[src/rtl/dit_timing_miter_monitor.sv]
// Timing-observable miter monitor for a pair of functional-unit copies.
// Tracks a bounded window, latches the first divergence (window cycle and
// lowest mismatching channel) and counts output-valid events on both copies.
module dit_timing_miter_monitor #(
    parameter int unsigned NUM_CH = 4,
    parameter int unsigned CNT_W  = 16,
    parameter int unsigned WINDOW = 64,
    parameter int unsigned EV_CH  = 0
) (
    input  logic                                         i_clk,
    input  logic                                         i_rst,
    input  logic                                         i_arm,
    input  logic                                         i_clear,
    input  logic [NUM_CH-1:0]                            i_ch_mask,
    input  logic [NUM_CH-1:0]                            i_obs_a,
    input  logic [NUM_CH-1:0]                            i_obs_b,
    output logic                                         o_tracking,
    output logic                                         o_pass,
    output logic                                         o_diverged,
    output logic [CNT_W-1:0]                             o_div_cycle,
    output logic [((NUM_CH > 1) ? $clog2(NUM_CH) : 1)-1:0] o_div_ch,
    output logic [CNT_W-1:0]                             o_cycle_cnt,
    output logic [CNT_W-1:0]                             o_ev_cnt_a,
    output logic [CNT_W-1:0]                             o_ev_cnt_b
);

    localparam int unsigned      DCH_W    = (NUM_CH > 1) ? $clog2(NUM_CH) : 1;
    localparam logic [CNT_W-1:0] LAST_CYC = CNT_W'(WINDOW - 1);
    localparam logic [CNT_W-1:0] CNT_MAX  = '1;

    typedef enum logic [1:0] {
        S_IDLE,
        S_TRACK,
        S_PASS,
        S_DIV
    } state_t;

    state_t             r_state;
    logic               r_tracking;
    logic               r_pass;
    logic               r_diverged;
    logic [CNT_W-1:0]   r_div_cycle;
    logic [DCH_W-1:0]   r_div_ch;
    logic [CNT_W-1:0]   r_cycle_cnt;
    logic [CNT_W-1:0]   r_ev_cnt_a;
    logic [CNT_W-1:0]   r_ev_cnt_b;

    logic [NUM_CH-1:0]  w_mm;
    logic               w_any_mm;
    logic [DCH_W-1:0]   w_low_ch;

    // Mismatch vector over compared channels and its lowest set index
    always_comb begin
        w_mm     = (i_obs_a ^ i_obs_b) & i_ch_mask;
        w_any_mm = |w_mm;
        w_low_ch = '0;
        for (int i = int'(NUM_CH) - 1; i >= 0; i--) begin
            if (w_mm[i]) begin
                w_low_ch = DCH_W'(i);
            end
        end
    end

    // Monitor FSM with registered state decodes, counters and divergence record
    always_ff @(posedge i_clk or posedge i_rst) begin
        if (i_rst) begin
            r_state     <= S_IDLE;
            r_tracking  <= 1'b0;
            r_pass      <= 1'b0;
            r_diverged  <= 1'b0;
            r_div_cycle <= '0;
            r_div_ch    <= '0;
            r_cycle_cnt <= '0;
            r_ev_cnt_a  <= '0;
            r_ev_cnt_b  <= '0;
        end else begin
            case (r_state)
                S_IDLE: begin
                    if (i_arm && !i_clear) begin
                        r_state     <= S_TRACK;
                        r_tracking  <= 1'b1;
                        r_cycle_cnt <= '0;
                        r_ev_cnt_a  <= '0;
                        r_ev_cnt_b  <= '0;
                        r_div_cycle <= '0;
                        r_div_ch    <= '0;
                    end
                end
                S_TRACK: begin
                    // Events count on every tracked cycle, saturating at all-ones
                    if (i_obs_a[EV_CH] && (r_ev_cnt_a != CNT_MAX)) begin
                        r_ev_cnt_a <= r_ev_cnt_a + CNT_W'(1);
                    end
                    if (i_obs_b[EV_CH] && (r_ev_cnt_b != CNT_MAX)) begin
                        r_ev_cnt_b <= r_ev_cnt_b + CNT_W'(1);
                    end
                    if (i_clear) begin
                        r_state    <= S_IDLE;
                        r_tracking <= 1'b0;
                    end else if (w_any_mm) begin
                        r_state     <= S_DIV;
                        r_tracking  <= 1'b0;
                        r_diverged  <= 1'b1;
                        r_div_cycle <= r_cycle_cnt;
                        r_div_ch    <= w_low_ch;
                    end else if (r_cycle_cnt == LAST_CYC) begin
                        r_state    <= S_PASS;
                        r_tracking <= 1'b0;
                        r_pass     <= 1'b1;
                    end else begin
                        r_cycle_cnt <= r_cycle_cnt + CNT_W'(1);
                    end
                end
                S_PASS, S_DIV: begin
                    if (i_clear) begin
                        r_state    <= S_IDLE;
                        r_pass     <= 1'b0;
                        r_diverged <= 1'b0;
                    end
                end
                default: begin
                    r_state    <= S_IDLE;
                    r_tracking <= 1'b0;
                    r_pass     <= 1'b0;
                    r_diverged <= 1'b0;
                end
            endcase
        end
    end

    assign o_tracking  = r_tracking;
    assign o_pass      = r_pass;
    assign o_diverged  = r_diverged;
    assign o_div_cycle = r_div_cycle;
    assign o_div_ch    = r_div_ch;
    assign o_cycle_cnt = r_cycle_cnt;
    assign o_ev_cnt_a  = r_ev_cnt_a;
    assign o_ev_cnt_b  = r_ev_cnt_b;

endmodule

[config.mk]
export PLATFORM = sky130hd
export DESIGN_NAME = dit_timing_miter_monitor
export DESIGN_NICKNAME = d
export VERILOG_FILES = /design/src/rtl/dit_timing_miter_monitor.sv
export SDC_FILE = /design/constraint.sdc
export NUM_CORES = 1
export LEC_CHECK = 0
export ABC_CLOCK_PERIOD_IN_PS = 4100
export CAP_MARGIN = 20
export CORE_MARGIN = 8
export CORE_UTILIZATION = 55
export DETAILED_ROUTE_END_ITERATION = 12
export GPL_ROUTABILITY_DRIVEN = 0
export PLACE_DENSITY_LB_ADDON = 0.08
export SYNTH_ARGS = -nofsm -noshare
export SYNTH_HDL_FRONTEND = slang
export SYNTH_SLANG_ARGS = --single-unit
[constraint.sdc]
create_clock -name i_clk -period 4.1 [get_ports i_clk]
set_input_delay 0.41 -clock i_clk [delete_from_list [all_inputs] [get_ports i_clk]]
set_output_delay 0.41 -clock i_clk [all_outputs]
set_load 0.005 [all_outputs]
# Word-level counts from Yosys, hierarchy flattened
# Index checks and enable logic that the tools add are counted.
# Widths: inputs -> output; s select.
# classes
n_addsub	3
eq_ne	16
n_mux	39
bitwise	2
n_reduce_logical	17
# op_table
op	count
$mux 16	8
$pmux 16 s2	4
$add 16x1->16 const B	3
$ne 16x16->1 const B	2
$mux 2	12
$ne 2x2->1 const B	9
$eq 16x6->1 const B	1
$reduce_and 3->1	4
$mux 1	10
$reduce_and 5->1	2
$reduce_and 4->1	2
$pmux 1 s2	3
$pmux 2 s3	1
$and 4x4->4	1
$eq 2x2->1 const B	2
$ne 4x4->1 const B	1
$pmux 2 s2	1
$reduce_bool 2->1	2
$reduce_or 4->1	1
$xor 4x4->4	1
$logic_and 1x1->1	3
$eq 2x1->1 const B	1
$logic_not 2->1	1
$reduce_or 2->1	1
$logic_not 1->1	1
# word_totals
register_bits	71
in_bits	16
output_inout_bits	69

# Longest topological paths before layout
# Gate-level depths: netlist of the first run.
# depth
word_depth	9
ltp_mapped	9

# Worst setup path after synthesis of the first run
# OpenSTA, ideal clock, no wires.
# synth_timing
kind	flip-flop to flip-flop
startpoint	register r_ev_cnt_b[0], in the netlist o_ev_cnt_b[0]
endpoint	register r_ev_cnt_b[15], in the netlist o_ev_cnt_b[15]
arrival_time_ps	1661
t_required_ps	3979
slack_ps	2318
stages_incl_launch_ff	9
path_buffers	2
path_cell_list	dfrtp_1 ha_1 and3_1 clkbuf_1 nand4_1 buf_2 a31oi_4 o21bai_1 a22o_1
# synth_between
elab_chain_len	4
elab_cells_between_ends	7
classes_between	add/sub (1); eq/ne (2); mux (2); reduce/logical (2)
# synth_lines
item	line	text
start: declaration	46	logic [CNT_W-1:0] r_ev_cnt_b;
start signal: assignment	95	r_ev_cnt_b <= r_ev_cnt_b + CNT_W'(1);
parallel branches: the longest is 4 deep, another holds $add 16x1->16	-	
# Several ways; the timed one is not identified. The select of a mux whose other input is x is not followed.
# A chain may end at the register's enable or synchronous reset.

# Worst setup path in the final report of the first run
# layout_timing
startpoint	register r_state[0]
endpoint	register r_cycle_cnt[14], in the netlist o_cycle_cnt[14]
# layout_between
elab_chain_len	3
elab_cells_between_ends	9
classes_between	eq/ne (5); mux (1); reduce/logical (3)
# layout_lines
item	line	text
start: declaration	38	state_t r_state;
start signal: assignment	67	r_state <= S_IDLE;
start signal: assignment	80	r_state <= S_TRACK;
start signal: assignment	98	r_state <= S_IDLE;
$eq 2x1->1 / $logic_not 2->1 (equally long branches)	77	case (r_state)
$ne 2x2->1 (no source line) / $reduce_bool 2->1 (equally long branches)	-	
$reduce_and 5->1 (no source line)	-	
end signal: assignment	111	r_cycle_cnt <= r_cycle_cnt + CNT_W'(1);
end: declaration	44	logic [CNT_W-1:0] r_cycle_cnt;
# Parallel ways exist; a longest one is shown, timed or not.

==> impl_results.md, run 1 <==
- Synth Register Bits: 71
- Initial antenna violation count: 0
- Routed met3 length: 616 um
- Maxcap violations: 0
- Met2 wire len: 4.914 mm
- Ys async rst share: 100.0%
- Die W: 101.0 um
- Number of synthesized flops with an enable pin: 0
- Worst setup margin: 1610 ps
- Pre-CTS setup slack: 1244 ps
- Cell count after synthesis: 407
- Final net count: 502
- Worst setup path start: r_state[0]$_DFFE_PP0P_
- Syn Nets: 426
- Post-Syn Area: 0.003975 mm2
- Worst-path fanout max: 15
- Via density per instance: 5.974
- Die height: 101.0 um
- WL/cell: 17.21 um
- Most common cell after layout, fill and taps aside: clkdlybuf4s50_1
- Reg clk slew, reported paths: 90 ps
- WP depth: 5
- Fin. Hold Viols: 0
- Max incr delay on CP: 740 ps
- Leak: 2.095 nW
- Unique masters post-synth: 73
- Uppermost layer routed: met4
- CP Cell Sequence: inv_2 -> a21oi_4 -> nand2_1 -> and2_1 -> a221o_1
- Clock period minus worst slack: 2490 ps
- Core area: 0.007137 mm2
- Later-pin clock latency in the skew report: 350 ps
- # hold bufs at CTS: 0
- Via count: 3507
- Pin count of the biggest net entering global routing: 47
- TNS Setup: 0 ps
- Worst Reg-to-Reg Cells: 5
- DRC viols: 0
- PwrDens: 332.6 mW/mm2
- Data required, critical path: 4330 ps
- Least-Margin Pin Slew: 910.6 ps
- Final setup violating endpoints: 0
- Die ar.: 0.01020 mm2
- Setup repair after global routing missed its margin: false
- Syn avg cell area: 9.767 um2
- Clock sink count: 71
- First-pass DRT Iterations: 4
- Tightest Hold Check Type: primary input to asynchronous set/reset pin
- Synth Flop Type: dfrtp_1
- Max Clock Skew: 12.76 ps
- TritonCTS clock tree: yes
- Routed met1 length: 4.431 mm
- Vias in the first global route: 3430
- Gr usage total: 20.05%
- Status: finished, final reports clean
- Grt ovf: 0
- Sequential area share after synthesis: 44.70%
- CTS Buf Count: 9
- Critical path type: register to register
- First-pass GRT wire length: 16.55 mm
- # IOs: 85
- Fmax: 401.6 MHz
- PortBufs: 84
- Initial core utilization: 55.70%
- Crit. End Element: register
- Antenna-violating nets left: 0
- Cell family with most CP delay: simple AND/OR/NAND/NOR gates
- Max Transition Viols Final: 0
- Final worst-path cycle share: 60.73%
- Clock Tree Root: clkbuf_8
- Critical path buffers and inverters: 1
- Critical path's slowest cell: dfrtp_1
- Critical R2R Launch: r_state[0]$_DFFE_PP0P_
- CP Launch Type: register
- Slew margin rel.: 39.30%
- WL final: 10.10 mm
- Crit path DAT: 2720 ps
- CTS max path bufs: 2
- Worst R2R Setup Slack: 1610 ps
- Max rail drop VDD: 193.4 uV
- CP Capture Point: o_cycle_cnt[14]$_DFFE_PP0P_
- Ant diodes: 0
- Post-CTS Setup Bufs: 0
- Post-DP HPWL: 7.147 mm
- H-tree depth: 3
- Commonest cells after routing, fill and taps aside: clkdlybuf4s50_1, dfrtp_1, nand2_1, inv_1, nand3_1
- Rows: 31
- CTS resizes: 0
- Critical R2R Capture: o_cycle_cnt[14]$_DFFE_PP0P_
- Synthesis-to-finish area growth: 27.32%
- Share of cells above drive strength 1: 8.402%
- Ys Warns: 0
- DRT iter0 DRCs: 184
registers in the layout, indices dropped and copies added (netlist names):
signal and flops:
o_cycle_cnt 16, o_div_cycle 16, o_ev_cnt_a 16, o_ev_cnt_b 16, o_div_ch 2, r_state 2, o_diverged 1, o_pass 1
o_tracking 1
cell type report:
| class | count | area [um2] |
|---|---|---|
| repair buffers | 89 | 890.9 |
| multi-input cells | 289 | 1962 |
| well taps | 99 | 123.9 |
| inverters | 23 | 86.33 |
| clock buffers | 9 | 123.9 |
| clock inverters | 7 | 97.59 |
| fillers | 560 | 2076 |
| flip-flops and latches | 71 | 1777 |
report_power, final:
group	total, mW	internal (mW)	leakage (nW)	switching (mW)
registers	0.778	0.732	0.979	0.0461
logic	0.280	0.133	1.01	0.147
clock network	0.625	0.343	0.105	0.282
per-layer routing:
| metal | vias up | track usage, % |
|---|---|---|
| li1 | 1694 | - |
| met1 | 1687 | 25.59 |
| met2 | 115 | 33.52 |
| met3 | 11 | 3.522 |
| met4 | 0 | 6.415 |
| met5 | - | 0 |
kinds of logic after synthesis:
kind of cell,synth area share (%)
mux,5.068
simple gates,21.12
buf+inv,6.012
flops,44.70
compound gates,21.28
xor+xnor,0.8812
fa+ha+maj,0.9444
cells in the mapped netlist, types with 8 or more instances:
cell type   n  area share, %
nor2_1     11            1.0
dfrtp_1    71             45
buf_2       8            1.0
a31oi_1    11            1.7
nor3_1     10            1.3
nand2_1    45            4.2
nor4_1      8            1.3
nand3_1    21            2.6
o22a_1      8            1.8
inv_1      22            2.1
a21oi_1     8            1.0
nand4_1    11            1.7
o21ai_0    14            1.8
and3_1     14            2.2
mux2i_1    10            2.5
mux2_1      8            2.3
worst min-delay path by stage:
stage	start	end	slack [ps]	depth (start not counted)
after floorplan	i_clear	r_state[1]$_DFFE_PP0P_	470	1
after global placement	o_div_ch[0]$_DFFE_PP0P_	o_div_ch[0]$_DFFE_PP0P_	470	1
after detailed placement	o_div_ch[0]$_DFFE_PP0P_	o_div_ch[0]$_DFFE_PP0P_	480	1
after CTS	o_div_ch[0]$_DFFE_PP0P_	o_div_ch[0]$_DFFE_PP0P_	490	1
after global routing	i_rst	o_cycle_cnt[0]$_DFFE_PP0P_	280	2
final	i_rst	o_div_cycle[1]$_DFFE_PP0P_	270	2
metrics by stage:
stage                     util, %  total power, mW  hold slack [ps]  area (um2)  std cells
after floorplan                 -           0.9546            473.1        3975        407
after global placement      67.53            1.069            470.6        4820        570
after detailed placement    67.53            1.073            475.2        4820        570
after CTS                   70.63            1.689            492.2        5041        586
after global routing        70.92            1.756            284.5        5061        587
final                       70.92            1.683            266.8        5061        587
(Power assumes the default switching activity.)
==> run 2, diff against run 1 <==
- ABC_CLOCK_PERIOD_IN_PS: 4100 -> 2200
- CORE_UTILIZATION: 55 -> 46
- clock period: 4.1 -> 2.2 ns (I/O delays scaled with it)
==> run 2 against run 1 <==
Utilization fell by 8.1 points. Hold slack worse by 4.2 ps. Highest routed layer unchanged. Flip-flop and latch count is the same. Clock power rose by 120%. Final cell count grew 6.8%. Die area increased by 16%.
==> impl_results.md, run 2 (synthesis gave the netlist of run 1 again) <==
- Commonest cells after routing, fill and taps aside: clkdlybuf4s50_1, dfrtp_1, nand2_1, buf_4 (was clkdlybuf4s50_1, dfrtp_1, nand2_1, inv_1, nand3_1)
- First-pass DRT Iterations: 7 (was 4)
- Fmax: 497.5 MHz (was 401.6 MHz)
- Post-DP HPWL: 7.838 mm (was 7.147 mm)
- Post-DP Area: 0.005109 mm2 (was 0.004820 mm2)
- Final setup violating endpoints: 0 (unchanged)
- PwrDens: 638.0 mW/mm2 (was 332.6 mW/mm2)
- H-tree depth: 3 (unchanged)
- Tightest Hold Check Type: primary input to asynchronous set/reset pin (unchanged)
- Ant diodes: 0 (unchanged)
- Setup repair after global routing missed its margin: false (unchanged)
- Worst-path fanout max: 7 (was 15)
- Core area: 0.008551 mm2 (was 0.007137 mm2)
- # IOs: 85 (unchanged)
- Die W: 109.0 um (was 101.0 um)
- Die height: 109.0 um (was 101.0 um)
- Pin count of the biggest net entering global routing: 72 (was 47)
- Critical path's slowest cell: dfrtp_1 (unchanged)
- Clock Tree Root: clkbuf_8 (unchanged)
- Clock period minus worst slack: 2010 ps (was 2490 ps)
- Placed insts: 611 (was 570)
- Initial core utilization: 46.49% (was 55.70%)
- Least-Margin Pin Slew: 473.9 ps (was 910.6 ps)
- Initial antenna violation count: 0 (unchanged)
- Status: finished, final reports clean (unchanged)
- Crit. End Element: register (unchanged)
- Cell family with most CP delay: compound AO/OA/AOI/OAI gates (was simple AND/OR/NAND/NOR gates)
- Grt ovf: 0 (unchanged)
- Critical path type: register to register (unchanged)
- Data required, critical path: 2430 ps (was 4330 ps)
- Antenna-violating nets left: 0 (unchanged)
- Hold_ws: 262.6 ps (was 266.8 ps)
- Slew margin rel.: 68.11% (was 39.30%)
- Pre-CTS setup slack: 82.53 ps (was 1244 ps)
- Post-CTS Setup Bufs: 0 (unchanged)
- DRT iter0 DRCs: 155 (was 184)
- Vias in the first global route: 3558 (was 3430)
- Finished Cell Area: 0.005374 mm2 (was 0.005061 mm2)
- Maxcap violations: 0 (unchanged)
- Fin. Hold Viols: 0 (unchanged)
- Critical path buffers and inverters: 0 (was 1)
- Leak: 2.285 nW (was 2.095 nW)
- CTS max path bufs: 2 (unchanged)
- Reg clk slew, reported paths: 80 ps (was 90 ps)
- Crit path DAT: 2240 ps (was 2720 ps)
- Most common cell after layout, fill and taps aside: clkdlybuf4s50_1 (unchanged)
- PortBufs: 84 (unchanged)
- CP Cell Sequence: ha_1 -> and3_1 -> nand3_1 -> o21ai_2 -> a21o_1 -> a221o_1 (was inv_2 -> a21oi_4 -> nand2_1 -> and2_1 -> a221o_1)
- Final net count: 533 (was 502)
- Max Transition Viols Final: 0 (unchanged)
- Share of cells above drive strength 1: 14.07% (was 8.402%)
- Die ar.: 0.01187 mm2 (was 0.01020 mm2)
- Via count: 3656 (was 3507)
- WL final: 10.90 mm (was 10.10 mm)
- Clock sink count: 71 (unchanged)
- Rows: 34 (was 31)
- Worst setup margin: 190.0 ps (was 1610 ps)
- CTS Buf Count: 9 (unchanged)
- Later-pin clock latency in the skew report: 350 ps (about the same)
- Max incr delay on CP: 410 ps (was 740 ps)
- Max Clock Skew: 13.43 ps (was 12.76 ps)
- TNS Setup: 0 ps (unchanged)
- First-pass GRT wire length: 17.68 mm (was 16.55 mm)
- Layout Cells excl Fill: 627 (was 587)
- Synthesis-to-finish area growth: 35.19% (was 27.32%)
- # hold bufs at CTS: 0 (unchanged)
- CTS resizes: 0 (unchanged)
- Via density per instance: 5.831 (was 5.974)
- DRC viols: 0 (unchanged)
- Gr usage total: 18.48% (was 20.05%)
- CP Launch Type: register (unchanged)
- TritonCTS clock tree: yes (unchanged)
- Final worst-path cycle share: 91.37% (was 60.73%)
- Max rail drop VDD: 488.7 uV (was 193.4 uV)
- WL/cell: 17.39 um (was 17.21 um)
run 2: final cells by class:
type | instances | area, um2
multi-input cells | 289 | 1967
clock inverters | 6 | 132.6
well taps | 108 | 135.1
flip-flops and latches | 71 | 1777
repair buffers | 120 | 1149
inverters | 23 | 86.33
clock buffers | 10 | 127.6
fillers | 717 | 3177
run 2: worst register-to-register path: cells and delay by family, from the launching register on:
kind	cells	cell delay (ps)
DFF	1	410
AOI/OAI and AO/OA	3	810
adders and majority gates	1	250
and+or+nand+nor	2	420
run 2: power breakdown:
part | total, mW | leakage [nW] | switching, mW | internal, mW
sequential | 1.43 | 0.979 | 0.0627 | 1.36
clock | 1.38 | 0.126 | 0.510 | 0.867
combinational | 0.624 | 1.18 | 0.321 | 0.303
total | 3.43 | 2.29 | 0.894 | 2.53
run 2: metal layers:
metal  routed length [um]  GRT usage, %  vias up
met5                    0             0        -
li1                     -             -     1748
met3                  698         3.546       13
met2                 5391         30.03      114
met1                 4669         23.95     1781
met4                  144         6.745        0
run 2: metrics by stage:
stage,total power [mW],util [%]
floorplan,1.779,-
global placement,2.068,59.75
detailed placement,2.077,59.75
CTS,3.455,62.79
global route,3.573,62.85
finish,3.428,62.85
run 2: worst paths after layout:
path / end / from / slack (ps) / cells past startpoint
max in group asynchronous: o_ev_cnt_a[14]$_DFFE_PP0P_ / i_rst / 1630 / 3
worst min register to register: o_div_cycle[13]$_DFFE_PP0P_ / o_div_cycle[13]$_DFFE_PP0P_ / 490 / 1
worst max register to register: o_ev_cnt_a[9]$_DFFE_PP0P_ / o_ev_cnt_a[0]$_DFFE_PP0P_ / 190 / 6
worst min-delay path: o_div_cycle[3]$_DFFE_PP0P_ / i_rst / 260 / 3
min in group i_clk: o_div_cycle[13]$_DFFE_PP0P_ / o_div_cycle[13]$_DFFE_PP0P_ / 490 / 1
worst max-delay path: o_ev_cnt_a[9]$_DFFE_PP0P_ / o_ev_cnt_a[0]$_DFFE_PP0P_ / 190 / 6
==> run 3, diff against run 2 <==
- CORE_ASPECT_RATIO: default -> 0.75
==> run 3 against run 2 <==
Hold slack got worse by 60 ps. Combinational power decreased by 2%. Sequential share of layout area decreased by 0.21 points. Utilization increased by 1.4 points. Critical path depth increased by 1. Die area increased by 0.26%. Via count increased by 1.9%. Fmax decreased by 2.9%. First-iteration DRC count increased by 140%. Critical endpoint is now o_div_cycle[5]$_DFFE_PP0P_. Highest routed layer unchanged.
==> impl_results.md, run 3 (synthesis gave the netlist of run 1 again) <==
- Status: finished, final reports clean (unchanged)
- Rows: 29 (was 34)
- Critical R2R Capture: o_ev_cnt_a[9]$_DFFE_PP0P_ (unchanged)
- Synthesis-to-finish area growth: 36.07% (was 35.19%)
- Layout Cells excl Fill: 624 (was 627)
- Most common cell after layout, fill and taps aside: clkdlybuf4s50_1 (unchanged)
- Fin. Hold Viols: 0 (unchanged)
- Fillers: 711 (was 717)
- Placed insts: 608 (was 611)
- DRT iter0 DRCs: 370 (was 155)
- Clock Tree Root: clkbuf_16 (was clkbuf_8)
- Max Transition Viols Final: 0 (unchanged)
- Die height: 96.51 um (was 109.0 um)
- Combinational Power Share: 16.7% (was 18.2%)
- Leak: 2.297 nW (was 2.285 nW)
- First-pass DRT Iterations: 5 (was 7)
- CTS Buf Count: 9 (unchanged)
- Critical path type: primary input to register (was register to register)
- Worst Reg-to-Reg Cells: 6 (unchanged)
- Core area: 0.008418 mm2 (was 0.008551 mm2)
- Antenna-violating nets left: 0 (unchanged)
- CP Launch Type: primary input (was register)
- Vias in the first global route: 3656 (was 3558)
- Final net count: 530 (was 533)
- CP Capture Point: o_div_cycle[5]$_DFFE_PP0P_ (was o_ev_cnt_a[9]$_DFFE_PP0P_)
- Tightest Hold Check Type: primary input to asynchronous set/reset pin (unchanged)
- Final worst-path cycle share: 94.12% (was 91.37%)
- Initial core utilization: 47.22% (was 46.49%)
- Power share of the clock group: 43.8% (was 40.2%)
- Crit path DAT: 2320 ps (was 2240 ps)
- Gr usage total: 20.10% (was 18.48%)
- Worst setup path start: i_obs_b[0] (was o_ev_cnt_a[0]$_DFFE_PP0P_)
- # IOs: 85 (unchanged)
- Psw: 0.9687 mW (was 0.8935 mW)
- Die ar.: 0.01190 mm2 (was 0.01187 mm2)
- WL final: 11.56 mm (was 10.90 mm)
- Slew margin rel.: 58.95% (was 68.11%)
- Pin count of the biggest net entering global routing: 43 (was 72)
- Routed met3 length: 1.014 mm (was 698 um)
- # hold bufs at CTS: 0 (unchanged)
- Worst-path fanout max: 11 (was 7)
- Later-pin clock latency in the skew report: 330 ps (was 350 ps)
- Reg clk slew, reported paths: 60 ps (was 80 ps)
- Post-DP HPWL: 8.190 mm (was 7.838 mm)
- Grt ovf: 0 (unchanged)
- Tot Pwr: 3.666 mW (was 3.428 mW)
- CTS max path bufs: 2 (unchanged)
- Crit. End Element: register (unchanged)
- CTS resizes: 0 (unchanged)
- Met2 wire len: 5.118 mm (was 5.391 mm)
- Ant diodes: 0 (unchanged)
- Uppermost layer routed: met4 (unchanged)
- Via density per instance: 5.971 (was 5.831)
- Clock period minus worst slack: 2071 ps (was 2010 ps)
- Pre-CTS setup slack: -160.6 ps (was 82.53 ps)
- Pint: 2.698 mW (was 2.535 mW)
- Worst setup margin: 129.3 ps (was 190.0 ps)
- DRC viols: 0 (unchanged)
- Finished Cell Area: 0.005409 mm2 (was 0.005374 mm2)
- Data required, critical path: 2450 ps (was 2430 ps)
- Die W: 123.3 um (was 109.0 um)
- Fmax: 482.9 MHz (was 497.5 MHz)
- Initial antenna violation count: 0 (unchanged)
- TNS Setup: 0 ps (unchanged)
- Commonest cells after routing, fill and taps aside: clkdlybuf4s50_1, dfrtp_1, nand2_1, buf_4 (unchanged)
- Hold_ws: 202.4 ps (was 262.6 ps)
- Critical R2R Launch: o_ev_cnt_a[0]$_DFFE_PP0P_ (unchanged)
- Share of cells above drive strength 1: 13.76% (was 14.07%)
- TritonCTS clock tree: yes (unchanged)
- Post-DP Area: 0.005074 mm2 (was 0.005109 mm2)
- Setup repair after global routing missed its margin: false (unchanged)
- Max Clock Skew: 7.328 ps (was 13.43 ps)
- Routed met1 length: 5.331 mm (was 4.669 mm)
- Least-Margin Pin Slew: 615.7 ps (was 473.9 ps)
- Final setup violating endpoints: 0 (unchanged)
- Max rail drop VDD: 433.9 uV (was 488.7 uV)
- Via count: 3726 (was 3656)
- Clock sink count: 71 (unchanged)
- Post-CTS Setup Bufs: 0 (unchanged)
- Sw frac: 26.42% (was 26.06%)
- Maxcap violations: 0 (unchanged)
- H-tree depth: 3 (unchanged)
- WL/cell: 18.52 um (was 17.39 um)
- Post-layout util: 64.25% (was 62.85%)
- Worst R2R Setup Slack: 170 ps (was 190 ps)
- PwrDens: 677.8 mW/mm2 (was 638.0 mW/mm2)
- Reg power frac: 39.5% (was 41.6%)
- First-pass GRT wire length: 19.08 mm (was 17.68 mm)
- PortBufs: 84 (unchanged)
[run 3: cell count changes in the layout (fill, tap and decap cells not counted), moves of 2 or more]
cell	delta
buf_4	-2
inv_6	+2
bufinv_16	-2
clkbuf_8	-8
clkbuf_16	+9
[run 3: critical path: stages]
cell             delay (ps)
clkdlybuf4s50_1         580
xor2_1                  240
a22oi_2                  90
nand2_1                 120
a31o_1                  560
buf_4                   300
mux2i_1                 200
[run 3: worst min path at each step]
| stage | startpoint | endpoint | slack (ps) | cells past startpoint |
|---|---|---|---|---|
| 2_1_floorplan | i_clear | r_state[1]$_DFFE_PP0P_ | 280 | 1 |
| 3_3_place_gp | o_div_ch[0]$_DFFE_PP0P_ | o_div_ch[0]$_DFFE_PP0P_ | 470 | 1 |
| 3_5_place_dp | o_div_cycle[15]$_DFFE_PP0P_ | o_div_cycle[15]$_DFFE_PP0P_ | 480 | 1 |
| 4_1_cts | i_rst | o_cycle_cnt[0]$_DFFE_PP0P_ | 210 | 2 |
| 5_1_grt | i_rst | o_div_cycle[0]$_DFFE_PP0P_ | 230 | 2 |
| 6_report | i_rst | o_cycle_cnt[1]$_DFFE_PP0P_ | 200 | 2 |
[run 3: layout make-up]
type	count	area [um2]	area share, %
inverters	23	86.33	1.596
clock inverters	6	91.34	1.689
clock buffers	10	239.0	4.418
multi-input cells	289	1967	36.36
well taps	108	135.1	2.498
flip-flops and latches	71	1777	32.85
repair buffers	117	1114	20.59
[run 3: per-layer routing]
layer	vias up	GRT usage, %
met5	-	0
met2	148	30.18
met3	8	6.039
li1	1740	-
met1	1830	27.82
met4	0	4.995
[run 3: power groups by stage]
stage	clock network (mW)	registers [mW]	logic, mW
2_1_floorplan	0	1.45	0.326
3_3_place_gp	0	1.47	0.600
3_5_place_dp	0	1.47	0.611
4_1_cts	1.63	1.45	0.614
5_1_grt	1.69	1.46	0.668
6_report	1.61	1.45	0.611
